==> src/rtl/rv_instr_encoder_if.sv <==
// Command and instruction-stream handshake bundle for rv_instr_encoder.
// The slave side is the encoder; the master side is the producer of commands and consumer of words.
interface rv_instr_encoder_if;
   logic        cmd_valid;
   logic        cmd_ready;
   logic [1:0]  cmd_kind;
   logic [4:0]  cmd_rd;
   logic [4:0]  cmd_rs1;
   logic [4:0]  cmd_rs2;
   logic [2:0]  cmd_funct3;
   logic [6:0]  cmd_funct7;
   logic [12:0] cmd_imm;
   logic [31:0] Instruction;
   logic        instr_valid;
   logic        instr_ready;

   modport master (
      output cmd_valid, cmd_kind, cmd_rd, cmd_rs1, cmd_rs2, cmd_funct3, cmd_funct7, cmd_imm,
      output instr_ready,
      input  cmd_ready, Instruction, instr_valid
   );

   modport slave (
      input  cmd_valid, cmd_kind, cmd_rd, cmd_rs1, cmd_rs2, cmd_funct3, cmd_funct7, cmd_imm,
      input  instr_ready,
      output cmd_ready, Instruction, instr_valid
   );
endinterface

==> src/rtl/rv_instr_encoder.sv <==
// Encodes abstract RV32I commands (R-type, LOAD, STORE, BRANCH) into 32-bit words
// and streams them out through a DEPTH-entry FIFO with valid/ready on both sides.
module rv_instr_encoder #(
   parameter int DEPTH = 4,
   parameter int CNT_W = 16
) (
   input  logic                clk,
   input  logic                rst_n,
   rv_instr_encoder_if.slave   bus,
   output logic [CNT_W-1:0]    instr_count,
   output logic                misalign_err
);
   localparam int AW = $clog2(DEPTH);

   typedef enum logic [1:0] {
      KIND_R      = 2'b00,
      KIND_LOAD   = 2'b01,
      KIND_STORE  = 2'b10,
      KIND_BRANCH = 2'b11
   } kind_e;

   localparam logic [6:0] OP_R      = 7'b0110011;
   localparam logic [6:0] OP_LOAD   = 7'b0000011;
   localparam logic [6:0] OP_STORE  = 7'b0100011;
   localparam logic [6:0] OP_BRANCH = 7'b1100011;

   logic [31:0] mem [DEPTH];
   // Pointers carry one extra wrap bit so full and empty are distinguishable.
   logic [AW:0] wr_ptr;
   logic [AW:0] rd_ptr;
   logic        empty;
   logic        full;
   logic        push;
   logic        pop;
   logic [31:0] word;
   kind_e       kind;

   assign kind  = kind_e'(bus.cmd_kind);
   assign empty = (wr_ptr == rd_ptr);
   assign full  = (wr_ptr[AW] != rd_ptr[AW]) && (wr_ptr[AW-1:0] == rd_ptr[AW-1:0]);
   assign push  = bus.cmd_valid && !full;
   assign pop   = bus.instr_ready && !empty;

   assign bus.cmd_ready   = !full;
   assign bus.instr_valid = !empty;
   assign bus.Instruction = empty ? 32'd0 : mem[rd_ptr[AW-1:0]];

   // NOTE: every path assigns word, so this block stays purely combinational (no latch).
   always_comb begin
      word = 32'd0;
      unique case (kind)
         KIND_R:      word = {bus.cmd_funct7, bus.cmd_rs2, bus.cmd_rs1, bus.cmd_funct3,
                              bus.cmd_rd, OP_R};
         KIND_LOAD:   word = {bus.cmd_imm[11:0], bus.cmd_rs1, bus.cmd_funct3,
                              bus.cmd_rd, OP_LOAD};
         KIND_STORE:  word = {bus.cmd_imm[11:5], bus.cmd_rs2, bus.cmd_rs1, bus.cmd_funct3,
                              bus.cmd_imm[4:0], OP_STORE};
         KIND_BRANCH: word = {bus.cmd_imm[12], bus.cmd_imm[10:5], bus.cmd_rs2, bus.cmd_rs1,
                              bus.cmd_funct3, bus.cmd_imm[4:1], bus.cmd_imm[11], OP_BRANCH};
         default:     word = 32'd0;
      endcase
   end

   // NOTE: state updates use non-blocking assignments so every register samples pre-edge values.
   always_ff @(posedge clk or negedge rst_n) begin
      if (!rst_n) begin
         wr_ptr       <= '0;
         rd_ptr       <= '0;
         instr_count  <= '0;
         misalign_err <= 1'b0;
      end else begin
         if (push) wr_ptr <= wr_ptr + (AW+1)'(1);
         if (pop) begin
            rd_ptr      <= rd_ptr + (AW+1)'(1);
            instr_count <= instr_count + CNT_W'(1);
         end
         if (push && kind == KIND_BRANCH && bus.cmd_imm[0]) misalign_err <= 1'b1;
      end
   end

   // NOTE: storage is not reset; the output mux forces zero whenever the FIFO is empty.
   always_ff @(posedge clk) begin
      if (push) mem[wr_ptr[AW-1:0]] <= word;
   end
endmodule
==> src/flat_wrapper.sv <==
// flat-port wrapper written by rule: the top's interface ports become plain ports
module rv_instr_encoder_flat 
#(
   parameter int DEPTH = 4,
   parameter int CNT_W = 16
)
  (clk, rst_n, instr_count, misalign_err, bus_cmd_valid, bus_cmd_kind, bus_cmd_rd, bus_cmd_rs1, bus_cmd_rs2, bus_cmd_funct3, bus_cmd_funct7, bus_cmd_imm, bus_instr_ready, bus_cmd_ready, bus_Instruction, bus_instr_valid);
  rv_instr_encoder_if bus_i ();
  input  logic clk;
  input  logic rst_n;
  output logic [CNT_W-1:0] instr_count;
  output logic misalign_err;
  input wire logic [$bits(bus_i.cmd_valid)-1:0] bus_cmd_valid;
  input wire logic [$bits(bus_i.cmd_kind)-1:0] bus_cmd_kind;
  input wire logic [$bits(bus_i.cmd_rd)-1:0] bus_cmd_rd;
  input wire logic [$bits(bus_i.cmd_rs1)-1:0] bus_cmd_rs1;
  input wire logic [$bits(bus_i.cmd_rs2)-1:0] bus_cmd_rs2;
  input wire logic [$bits(bus_i.cmd_funct3)-1:0] bus_cmd_funct3;
  input wire logic [$bits(bus_i.cmd_funct7)-1:0] bus_cmd_funct7;
  input wire logic [$bits(bus_i.cmd_imm)-1:0] bus_cmd_imm;
  input wire logic [$bits(bus_i.instr_ready)-1:0] bus_instr_ready;
  output wire logic [$bits(bus_i.cmd_ready)-1:0] bus_cmd_ready;
  output wire logic [$bits(bus_i.Instruction)-1:0] bus_Instruction;
  output wire logic [$bits(bus_i.instr_valid)-1:0] bus_instr_valid;
  assign bus_i.cmd_valid = bus_cmd_valid;
  assign bus_i.cmd_kind = bus_cmd_kind;
  assign bus_i.cmd_rd = bus_cmd_rd;
  assign bus_i.cmd_rs1 = bus_cmd_rs1;
  assign bus_i.cmd_rs2 = bus_cmd_rs2;
  assign bus_i.cmd_funct3 = bus_cmd_funct3;
  assign bus_i.cmd_funct7 = bus_cmd_funct7;
  assign bus_i.cmd_imm = bus_cmd_imm;
  assign bus_i.instr_ready = bus_instr_ready;
  assign bus_cmd_ready = bus_i.cmd_ready;
  assign bus_Instruction = bus_i.Instruction;
  assign bus_instr_valid = bus_i.instr_valid;
  rv_instr_encoder #(.DEPTH(DEPTH), .CNT_W(CNT_W)) u_core (.clk(clk), .rst_n(rst_n), .bus(bus_i), .instr_count(instr_count), .misalign_err(misalign_err));
endmodule
==> config.mk <==
export PLATFORM = sky130hd
export DESIGN_NAME = rv_instr_encoder_flat
export DESIGN_NICKNAME = d
export VERILOG_FILES = /design/src/rtl/rv_instr_encoder_if.sv /design/src/rtl/rv_instr_encoder.sv /design/src/flat_wrapper.sv
export SDC_FILE = /design/constraint.sdc
export NUM_CORES = 1
export LEC_CHECK = 0
export CORE_MARGIN = 8
export CORE_UTILIZATION = 50
export DETAILED_ROUTE_END_ITERATION = 8
export PLACE_DENSITY = 0.77
export SYNTH_ARGS = -nofsm -noshare
export SYNTH_HDL_FRONTEND = slang
export SYNTH_SLANG_ARGS = --single-unit
==> constraint.sdc <==
create_clock -name clk -period 3.3 [get_ports clk]
set_input_delay 0.66 -clock clk [delete_from_list [all_inputs] [get_ports clk]]
set_output_delay 0.66 -clock clk [all_outputs]
set_load 0.05 [all_outputs]
Word level (Yosys, flattened, before mapping)
Memories as Yosys holds them, arrays and structs flattened.
Cells that the tools add are included.
W data, S select, Z words.
- equality and inequality tests: 6
- reductions and logical operators: 8
- multiplexer cells: 4
- add/subtract/negate cells: 3
- operators with widths (kind ; count):
    $pmux W32 S4 ; 1
    $mux W32 ; 1
    $add A16 B1 Y16 const B ; 1
    $add A3 B1 Y3 const B ; 2
    $logic_and A1 B1 Y1 ; 5
    $eq A2 B2 Y1 const B ; 2
    $eq A3 B3 Y1 ; 1
    $eq A2 B1 Y1 const B ; 1
    $eq A2 B2 Y1 ; 1
    $logic_not A1 Y1 ; 2
    $logic_not A2 Y1 ; 1
    $mux W1 ; 2
    $ne A1 B1 Y1 ; 1
- bits in registers: 23
- logic and storage cells: 26
- memories kept: 1
- RAM bits: 128
- input bits: 44
- memory list (name ; depth ; width ; rd ports ; clocked after Yosys merged registers in ; write ports ; line ; text):
    u_core.mem ; 4 ; 32 ; 1 ; 0 ; 1 ; rv_instr_encoder.sv:27 ; logic [31:0] mem [DEPTH];

Longest topological paths before layout
Gate-level depths: netlist (run 1).
- depth after elaboration: 6
- mapped depth: 7

Least setup slack after synthesis (run 1)
No wires, ideal clock.
- kind: register to output
- start: reg u_core.rd_ptr[0]
- end: out bus_Instruction[22]
- required time: 2.640 ns
- stages on the path, launching flop included: 7
- arrival: 1.753 ns
- path slack: 0.887 ns
- cell sequence: dfrtp_1 buf_6 xor2_1 nor3_2 inv_1 buf_2 and2_1
- longest elaborated chain between the ends: 2
- ends and longest elaborated chain (item ; line ; text):
    start, declared ; rv_instr_encoder.sv:30 ; logic [AW:0] rd_ptr;
    start signal, assigned ; rv_instr_encoder.sv:74 ; rd_ptr <= rd_ptr + (AW+1)'(1);
    $mem_v2 Z4 W32 / $eq A3 B3 Y1 (equally long branches) ; n/a ;
    $mux W32 (*) ; rv_instr_encoder.sv:46 ; assign bus.Instruction = empty ? 32'd0 : mem[rd_ptr[AW-1:0]];
    end, declared ; flat_wrapper.sv:23 ; output wire logic [$bits(bus_i.Instruction)-1:0] bus_Instruction;
Mark *: on every way between the ends. The rest lies on a longest branch, timed or not.

Worst setup path in the final report (run 1)
- start: reg u_core.rd_ptr[0]
- end: out bus_Instruction[13]
Same word-level chain as after synthesis.

==> reports/metrics.yaml, run 1 <==
drt:
  dr_total_vias: 3087
  wl_per_cell_microns: 20.60
  drt-total-wl_microns: 11700
  drcViolationCount: 0
  dr.pass1.iters: 4
  first_iter_violations: 221
  antenna_left: 0
  via_per_inst: 5.435
synth:
  ys_types: 36
  ys_warn_count: 0
  ys.flop_type: "edfxtp_1"
  synthCells: 310
  async_flop_share_pct: 17.04
  synth_area_leader_cell: "edfxtp_1"
  synth_area_per_cell_sq_um: 18.49
  ys_ff_latch: 135
  netlist.area_leader.share_pct: 58.66
  ys_seq_area_share_pct: 68.70
  synth_edf_count: 112
  synth_area_leaders: "edfxtp_1, dfrtp_1, mux4_1"
  synth.cell_area_sq_mm: 0.005733
global_route:
  antenna_found_initial: 0
  grt_pass1_wl_microns: 18480
  grt_max_degree: 35
  grt_use_total_pct: 16.60
  grt_pass1_vias: 3393
  grt_overflow_total: 0
clock_tree:
  post_cts_buffers: 0
  cts_tree: "yes"
  cts_root_buf: "clkbuf_16"
  clock_sinks: 135
  cts_buffer_depth: 2
  htreeDepth: 4
  clk_pin_slew_ps: 60
  clkLatencyLatePin_ps: 420
  cts_hold_buf: 0
  cts-resized-gates: 0
  numCtsBuffers: 17
final_layout:
  multiInputGateArea_sq_mm: 0.001660
  fillCellCount: 772
  mostFrequentLayoutCells: "edfxtp_1, clkdlybuf4s50_1, buf_12, and2_1, dfrtp_1"
  drive_above_1_share_pct: 24.94
  layout.nets: 462
  mostFrequentLayoutCell: "edfxtp_1"
  diodes: 0
  ff_latch_area_sq_mm: 0.003940
  area_growth_pct: 34.48
placed_design:
  pre_cts_ws_ps: 632.2
  place_congestion: 0.7449
  dp_hpwl_microns: 7480
  place.port_buffers: 92
worst_setup_path:
  critPathSlowestCell: "dfrtp_2"
  crit_path_end_kind: "output port"
  worstPathCellList: "xor2_1 -> nor3_2 -> inv_1 -> buf_12 -> and2_1 -> buf_12"
  critical_path_class: "reg2out"
  cp_data_required_time_ps: 2640
  cpPeakStageDelay_ps: 540
  crit_top_cell: "buf_12"
  crit_fanout: 34
  startpoint_type: "register"
  cp.arrival_ps: 2250
die:
  die-area_sq_mm: 0.01515
  ioPinCount: 95
  coreArea_sq_mm: 0.01132
  fp.dieH_microns: 123.1
  die_w_microns: 123.1
  rows: 39
  start_util_pct: 50.64
timing:
  tightestPinTransition_ps: 1074
  maxSlewViolCount: 0
  layout_min_cycle_time_ps: 2913
  final-hold-violation-count: 0
  finalClockSkew_ps: 5.822
  setup_viol: 0
  setup_slack_ps: 386.9
  tns_ps: 0
  maxSlewHeadroom_pct: 28.20
  fmax_mhz: 343.3
  rsz0062_at_grt: "no"
  period_share_pct: 88.27
run:
  maxCapViolCount: 0
hold_path:
  worstHoldPathType: "reg2reg"
status:
  status: "complete, no violations"
[worst max-delay path, delay by kind of cell, from the launching register on]
kind                      cells  cell delay [ps]
xor gates and xnor gates      1              350
buffers and inverters         3              650
DFF                           1              540
and+or+nand+nor               2              300
[kinds of logic (layout without fill, tap and decap cells)]
group                    after synthesis  count (layout)  synth area share, %
buffers and inverters                 22             136                2.444
AO/OA/AOI/OAI                          7               7                1.135
adder cells (fa/ha/maj)                6               6                1.309
other                                  1               2              0.06541
multiplexers                          47              47                15.67
flip-flops                           135             135                68.70
AND/OR/NAND/NOR                       68              68                6.875
XOR/XNOR                              24              24                3.797
[state kept, by name, summed over array words and instances, names as in the netlist]
| signal | flops |
|---|---|
| u_core.instr_count | 16 |
| u_core.misalign_err | 1 |
| u_core.rd_ptr | 3 |
| u_core.wr_ptr | 3 |
| u_core.mem | 112 |
[cells in the mapped netlist, drive strengths merged, types with 2 or more instances]
cell	instances
nand4	4
xor2	8
and4	2
nor3	4
nor2	4
nand3	9
a21oi	2
nand2	6
ha	6
buf	13
dfrtp	23
mux2i	2
and2	33
and3	3
mux2	17
clkbuf	5
edfxtp	112
xnor2	16
inv	4
mux4	28
[final cells by class]
class | instances | share of cell area [%]
clock buffer | 19 | 5.615
clock inverter | 13 | 2.029
inverter | 4 | 0.1947
multi-input combinational | 154 | 21.54
sequential | 135 | 51.10
tap | 143 | 2.321
timing repair buffer | 100 | 17.20
[worst paths after layout]
kind	slack, ps	cells past startpoint	startpoint	end
min reg2reg	480	1	u_core.instr_count[15]$_DFFE_PN0P_	u_core.instr_count[15]$_DFFE_PN0P_
min	480	1	u_core.instr_count[15]$_DFFE_PN0P_	u_core.instr_count[15]$_DFFE_PN0P_
max in group asynchronous	1750	1	rst_n	u_core.rd_ptr[0]$_DFFE_PN0P_
min in group asynchronous	830	1	rst_n	u_core.instr_count[12]$_DFFE_PN0P_
max reg2reg	870	5	u_core.rd_ptr[0]$_DFFE_PN0P_	u_core.mem[2][4]$_DFFE_PP_
max	390	6	u_core.rd_ptr[0]$_DFFE_PN0P_	bus_Instruction[13]
[routing by layer]
metal  track usage, %  vias up  wire length [microns]
li1                 -     1407                      -
met1            19.32     1561                   4676
met2            28.17      103                   6061
met3            5.845       16                    820
met4            5.719        0                    140
met5                0        -                      0
[metrics by stage]
step                      util (%)  hold WS (ps)  area (sq um)  instances
after floorplan                  -         364.4          5737        311
after global placement       62.90         464.9          7121        536
after detailed placement     62.90         470.2          7121        536
after CTS                    68.10         482.0          7710        568
after global routing         68.10         491.0          7710        568
final                        68.10         475.9          7710        568
Power of run 1 is left out: the tool's default activity adds up to more than one toggle a clock period on the data nets, which glitch-free logic cannot reach.
==> run 2: changes to the inputs <==
--- a/config.mk
+++ b/config.mk
@@ -9,6 +9,7 @@
 export CORE_UTILIZATION = 50
 export DETAILED_ROUTE_END_ITERATION = 8
 export PLACE_DENSITY = 0.77
+export REMOVE_ABC_BUFFERS = 1
 export SYNTH_ARGS = -nofsm -noshare
 export SYNTH_HDL_FRONTEND = slang
 export SYNTH_SLANG_ARGS = --single-unit
==> reports/metrics.yaml, run 2 (same netlist as run 1, synthesis figures left out) <==
status:
  status: "complete, no violations"
final_layout:
  diodes: 0  # unchanged
  largest_register_ffs: 112  # unchanged
  area_growth_pct: 35.99
  layout.nets: 464  # +0.43%
  mostFrequentLayoutCells: "edfxtp_1, clkdlybuf4s50_1, buf_12, and2_1, dfrtp_1"
  drive_above_1_share_pct: 25.76  # +0.82 points
  utilization_pct: 68.87  # +0.76 points
  mostFrequentLayoutCell: "edfxtp_1"
timing:
  finalClockSkew_ps: 4.177  # -1.645 ps
  setup_slack_ps: 324.7  # -62.26 ps
  final-hold-violation-count: 0  # unchanged
  tightestPinTransition_ps: 573.8  # -499.8 ps
  fmax_mhz: 336.1  # -2.1%
  setup_viol: 0  # unchanged
  period_share_pct: 90.16  # +1.9 points
  layout_min_cycle_time_ps: 2975  # +62.26 ps
  maxSlewHeadroom_pct: 61.75  # +34 points
  tns_ps: 0  # unchanged
  rsz0062_at_grt: "no"
  maxSlewViolCount: 0  # unchanged
clock_tree:
  clock_sinks: 135  # unchanged
  cts_root_buf: "clkbuf_16"
  cts_tree: "yes"
  numCtsBuffers: 17  # unchanged
  post_cts_buffers: 0  # unchanged
  clk_pin_slew_ps: 50  # about the same
  cts_buffer_depth: 2  # unchanged
  cts-resized-gates: 0  # unchanged
  clkLatencyLatePin_ps: 410  # about the same
  htreeDepth: 4  # unchanged
  cts_hold_buf: 0  # unchanged
drt:
  dr_total_vias: 3030  # -1.8%
  via_per_inst: 5.316  # -2.2%
  wl_met3_microns: 882  # +7.6%
  drt-total-wl_microns: 11000  # -6.0%
  drcViolationCount: 0  # unchanged
  first_iter_violations: 193  # -13%
  wl_per_cell_microns: 19.29  # -6.3%
  top_layer_used: "met4"
  antenna_left: 0  # unchanged
  drt-met1-wl_microns: 4498  # -3.8%
  dr.pass1.iters: 4  # unchanged
  wl_met2_microns: 5398  # -11%
run:
  maxCapViolCount: 0  # unchanged
worst_setup_path:
  cp.arrival_ps: 2320  # +70 ps
  cpPeakStageDelay_ps: 680  # +140 ps
  critPathSlowestCell: "mux4_1"
  startpoint_type: "register"
  cp_data_required_time_ps: 2640  # about the same
  crit_path_end_kind: "output port"
  critical_path_class: "reg2out"
  worstPathCellList: "buf_4 -> mux4_1 -> and2_1 -> buf_12"
  crit_fanout: 31  # -8.8%
placed_design:
  dp_hpwl_microns: 7272  # -2.8%
  pre_cts_ws_ps: 596.5  # -35.65 ps
  place_congestion: 0.7889  # +5.9%
  place.port_buffers: 92  # unchanged
die:
  fp.dieH_microns: 123.1  # unchanged
  start_util_pct: 50.64  # unchanged
  die_w_microns: 123.1  # unchanged
  ioPinCount: 95  # unchanged
  rows: 39  # unchanged
  coreArea_sq_mm: 0.01132  # unchanged
  die-area_sq_mm: 0.01515  # unchanged
global_route:
  grt_max_degree: 32  # -8.6%
  grt_pass1_vias: 3275  # -3.5%
  grt_overflow_total: 0  # unchanged
  grt_pass1_wl_microns: 17150  # -7.2%
  antenna_found_initial: 0  # unchanged
  grt_use_total_pct: 15.45  # -1.2 points
hold_path:
  worstHoldPathType: "reg2reg"
## run 2: per-stage QoR
step / instances / hold WS, ps / instance area (sq um)
2_1_floorplan: 293 / 364.4 / 5612
3_3_place_gp: 538 / 462.0 / 7138
3_5_place_dp: 538 / 480.7 / 7138
4_1_cts: 570 / 489.7 / 7796
5_1_grt: 570 / 512.1 / 7796
6_report: 570 / 481.0 / 7796
## run 2: critical path: cells and delay by family (launching register included)
kind                   cells  cell delay (ps)
muxes                      1              680
buffers and inverters      2              630
DFF                        1              360
and+or+nand+nor            1              220
## run 2: cell type report
cell class | instances | area [sq um]
tap | 143 | 178.9
clock inverter | 15 | 232.7
inverter | 4 | 15.01
sequential | 135 | 3940
timing repair buffer | 102 | 1341
clock buffer | 17 | 425.4
multi-input combinational | 154 | 1663
fill | 731 | 3525
## run 2: metal layers
layer	track usage, %	vias to the layer above
met5	0	-
met4	7.073	0
met3	5.068	19
met2	24.91	104
met1	18.65	1496
li1	-	1411
## run 2: final timing paths
path                                                    startpoint                                  to  slack [ps]  cells past startpoint
worst max-delay path                  u_core.rd_ptr[0]$_DFFE_PN0P_                  bus_Instruction[6]         320                      4
worst min-delay path            u_core.instr_count[15]$_DFFE_PN0P_  u_core.instr_count[15]$_DFFE_PN0P_         480                      1
worst max register to register        u_core.rd_ptr[0]$_DFFE_PN0P_         u_core.mem[0][21]$_DFFE_PP_         810                      5
worst min register to register  u_core.instr_count[15]$_DFFE_PN0P_  u_core.instr_count[15]$_DFFE_PN0P_         480                      1
max in group asynchronous                                    rst_n        u_core.rd_ptr[0]$_DFFE_PN0P_        2430                      2
min in group asynchronous                                    rst_n  u_core.instr_count[10]$_DFFE_PN0P_         620                      2
Power of run 2 is left out for the same reason.
==> run 3: changes to the inputs <==
--- a/config.mk
+++ b/config.mk
@@ -8,7 +8,7 @@
 export CORE_MARGIN = 8
 export CORE_UTILIZATION = 50
 export DETAILED_ROUTE_END_ITERATION = 8
-export PLACE_DENSITY = 0.77
+export PLACE_DENSITY_LB_ADDON = 0.3
 export REMOVE_ABC_BUFFERS = 1
 export SYNTH_ARGS = -nofsm -noshare
 export SYNTH_HDL_FRONTEND = slang
==> reports/metrics.yaml, run 3 (same netlist as run 1, synthesis figures left out) <==
status:
  status: "complete, no violations"
final_layout:
  utilization_pct: 67.18  # -1.7 points
  fillCellCount: 795  # +8.8%
  diodes: 0  # unchanged
  mostFrequentLayoutCell: "edfxtp_1"
  drive_above_1_share_pct: 24.12  # -1.6 points
  ff_latch_area_sq_mm: 0.003940  # unchanged
  mostFrequentLayoutCells: "edfxtp_1, clkdlybuf4s50_1, and2_1, buf_12, dfrtp_1"
  layout.nets: 466  # +0.43%
  area_growth_pct: 32.65
  largest_register_ffs: 112  # unchanged
  multiInputGateArea_sq_mm: 0.001659  # -0.23%
drt:
  dr.pass1.iters: 4  # unchanged
  antenna_left: 0  # unchanged
  dr_total_vias: 3084  # +1.8%
  first_iter_violations: 194  # +0.52%
  wl_per_cell_microns: 19.97  # +3.5%
  via_per_inst: 5.411  # +1.8%
  drcViolationCount: 0  # unchanged
  drt-total-wl_microns: 11380  # +3.5%
global_route:
  grt_pass1_wl_microns: 17940  # +4.6%
  grt_use_total_pct: 16.00  # +0.55 points
  antenna_found_initial: 0  # unchanged
  use_met3_pct: 5.479  # +0.41 points
  use_met1_pct: 18.22  # -0.44 points
  grt_max_degree: 32  # unchanged
  grt_overflow_total: 0  # unchanged
  busiest_layer: "met2"
  grt_pass1_vias: 3373  # +3.0%
  gr-usage-met2_pct: 27.90  # +3.0 points
worst_setup_path:
  crit_path_end_kind: "output port"
  crit_fanout: 30  # -3.2%
  startpoint_type: "register"
  cp_data_required_time_ps: 2640  # about the same
  cp.arrival_ps: 2230  # -90 ps
  cp_top_family: "buffers and inverters"
  cpPeakStageDelay_ps: 450  # -230 ps
  critical_path_class: "reg2out"
  critPathSlowestCell: "dfrtp_1"
  crit_start: "u_core.wr_ptr[1]$_DFFE_PN0N_"
  rr_startpoint: "u_core.rd_ptr[1]$_DFFE_PN0P_"
  cp_num_cells: 6  # +2
  r2r_cells: 5  # unchanged
  worstPathCellList: "xor2_1 -> nor3_2 -> inv_1 -> buf_12 -> and2_1 -> buf_12"
  crit_top_cell: "buf_12"
  crit_buf_inv: 3  # +1
timing:
  rsz0062_at_grt: "no"
  maxSlewHeadroom_pct: 48.23  # -14 points
  whs_ps: 472.4  # -8.593 ps
  fmax_mhz: 345.8  # +2.9%
  setup_viol: 0  # unchanged
  final-hold-violation-count: 0  # unchanged
  maxSlewViolCount: 0  # unchanged
  layout_min_cycle_time_ps: 2892  # -83.55 ps
  finalClockSkew_ps: 7.213  # +3.036 ps
  setup_slack_ps: 408.2  # +83.55 ps
  tns_ps: 0  # unchanged
  period_share_pct: 87.63  # -2.5 points
  tightestPinTransition_ps: 773.8  # +199.9 ps
clock_tree:
  post_cts_buffers: 0  # unchanged
  cts-resized-gates: 0  # unchanged
  cts_hold_buf: 0  # unchanged
  htreeDepth: 4  # unchanged
  clk_pin_slew_ps: 50  # about the same
  cts_buffer_depth: 2  # unchanged
  clkLatencyLatePin_ps: 400  # about the same
  numCtsBuffers: 17  # unchanged
  cts_root_buf: "clkbuf_16"
  cts_tree: "yes"
  clock_sinks: 135  # unchanged
hold_path:
  worstHoldPathType: "reg2reg"
  min_from: "u_core.instr_count[15]$_DFFE_PN0P_"
  hold_depth: 1  # unchanged
placed_design:
  place.port_buffers: 92  # unchanged
  dp_hpwl_microns: 7524  # +3.5%
  pre_cts_ws_ps: 707.8  # +111.3 ps
  place_congestion: 0.7461  # -5.4%
die:
  die-area_sq_mm: 0.01515  # unchanged
  ioPinCount: 95  # unchanged
  start_util_pct: 50.64  # unchanged
  die_w_microns: 123.1  # unchanged
  rows: 39  # unchanged
  fp.dieH_microns: 123.1  # unchanged
  coreArea_sq_mm: 0.01132  # unchanged
run:
  maxCapViolCount: 0  # unchanged
-- run 3: cell types whose count changed in the layout (fill, tap and decap cells not counted), sizes merged --
| cell | previous run | this run |
|---|---|---|
| bufinv | 6 | 0 |
| clkbuf | 17 | 23 |
| buf | 42 | 44 |
| clkinvlp | 2 | 0 |
-- run 3: area by class of cell --
cell class / instances / share of cell area (%)
Sequential cell: 135 / 51.81
Timing Repair Buffer: 104 / 17.51
Tap cell: 143 / 2.353
Clock inverter: 7 / 0.4278
Clock buffer: 23 / 5.890
Inverter: 4 / 0.1974
Multi-Input combinational cell: 154 / 21.82
-- run 3: per-layer routing --
layer  vias up  part of all wire (%)
li1       1408                     -
met1      1584                    40
met2        85                    53
met3         7                   6.0
met4         0                  0.70
met5         -                     0
-- run 3: through the flow --
step / instances / area, sq um
after floorplan: 293 / 5612
after global placement: 540 / 7124
after detailed placement: 540 / 7124
after CTS: 570 / 7605
after global routing: 570 / 7605
final: 570 / 7605
-- run 3: worst paths after layout --
check	to	slack (ps)
setup / recovery	bus_Instruction[8]	410
hold / removal	u_core.instr_count[15]$_DFFE_PN0P_	470
setup reg to reg	u_core.mem[3][31]$_DFFE_PP_	970
hold reg to reg	u_core.instr_count[15]$_DFFE_PN0P_	470
max in group asynchronous	u_core.rd_ptr[0]$_DFFE_PN0P_	2440
min in group asynchronous	u_core.instr_count[15]$_DFFE_PN0P_	620
Power of run 3 is left out for the same reason.
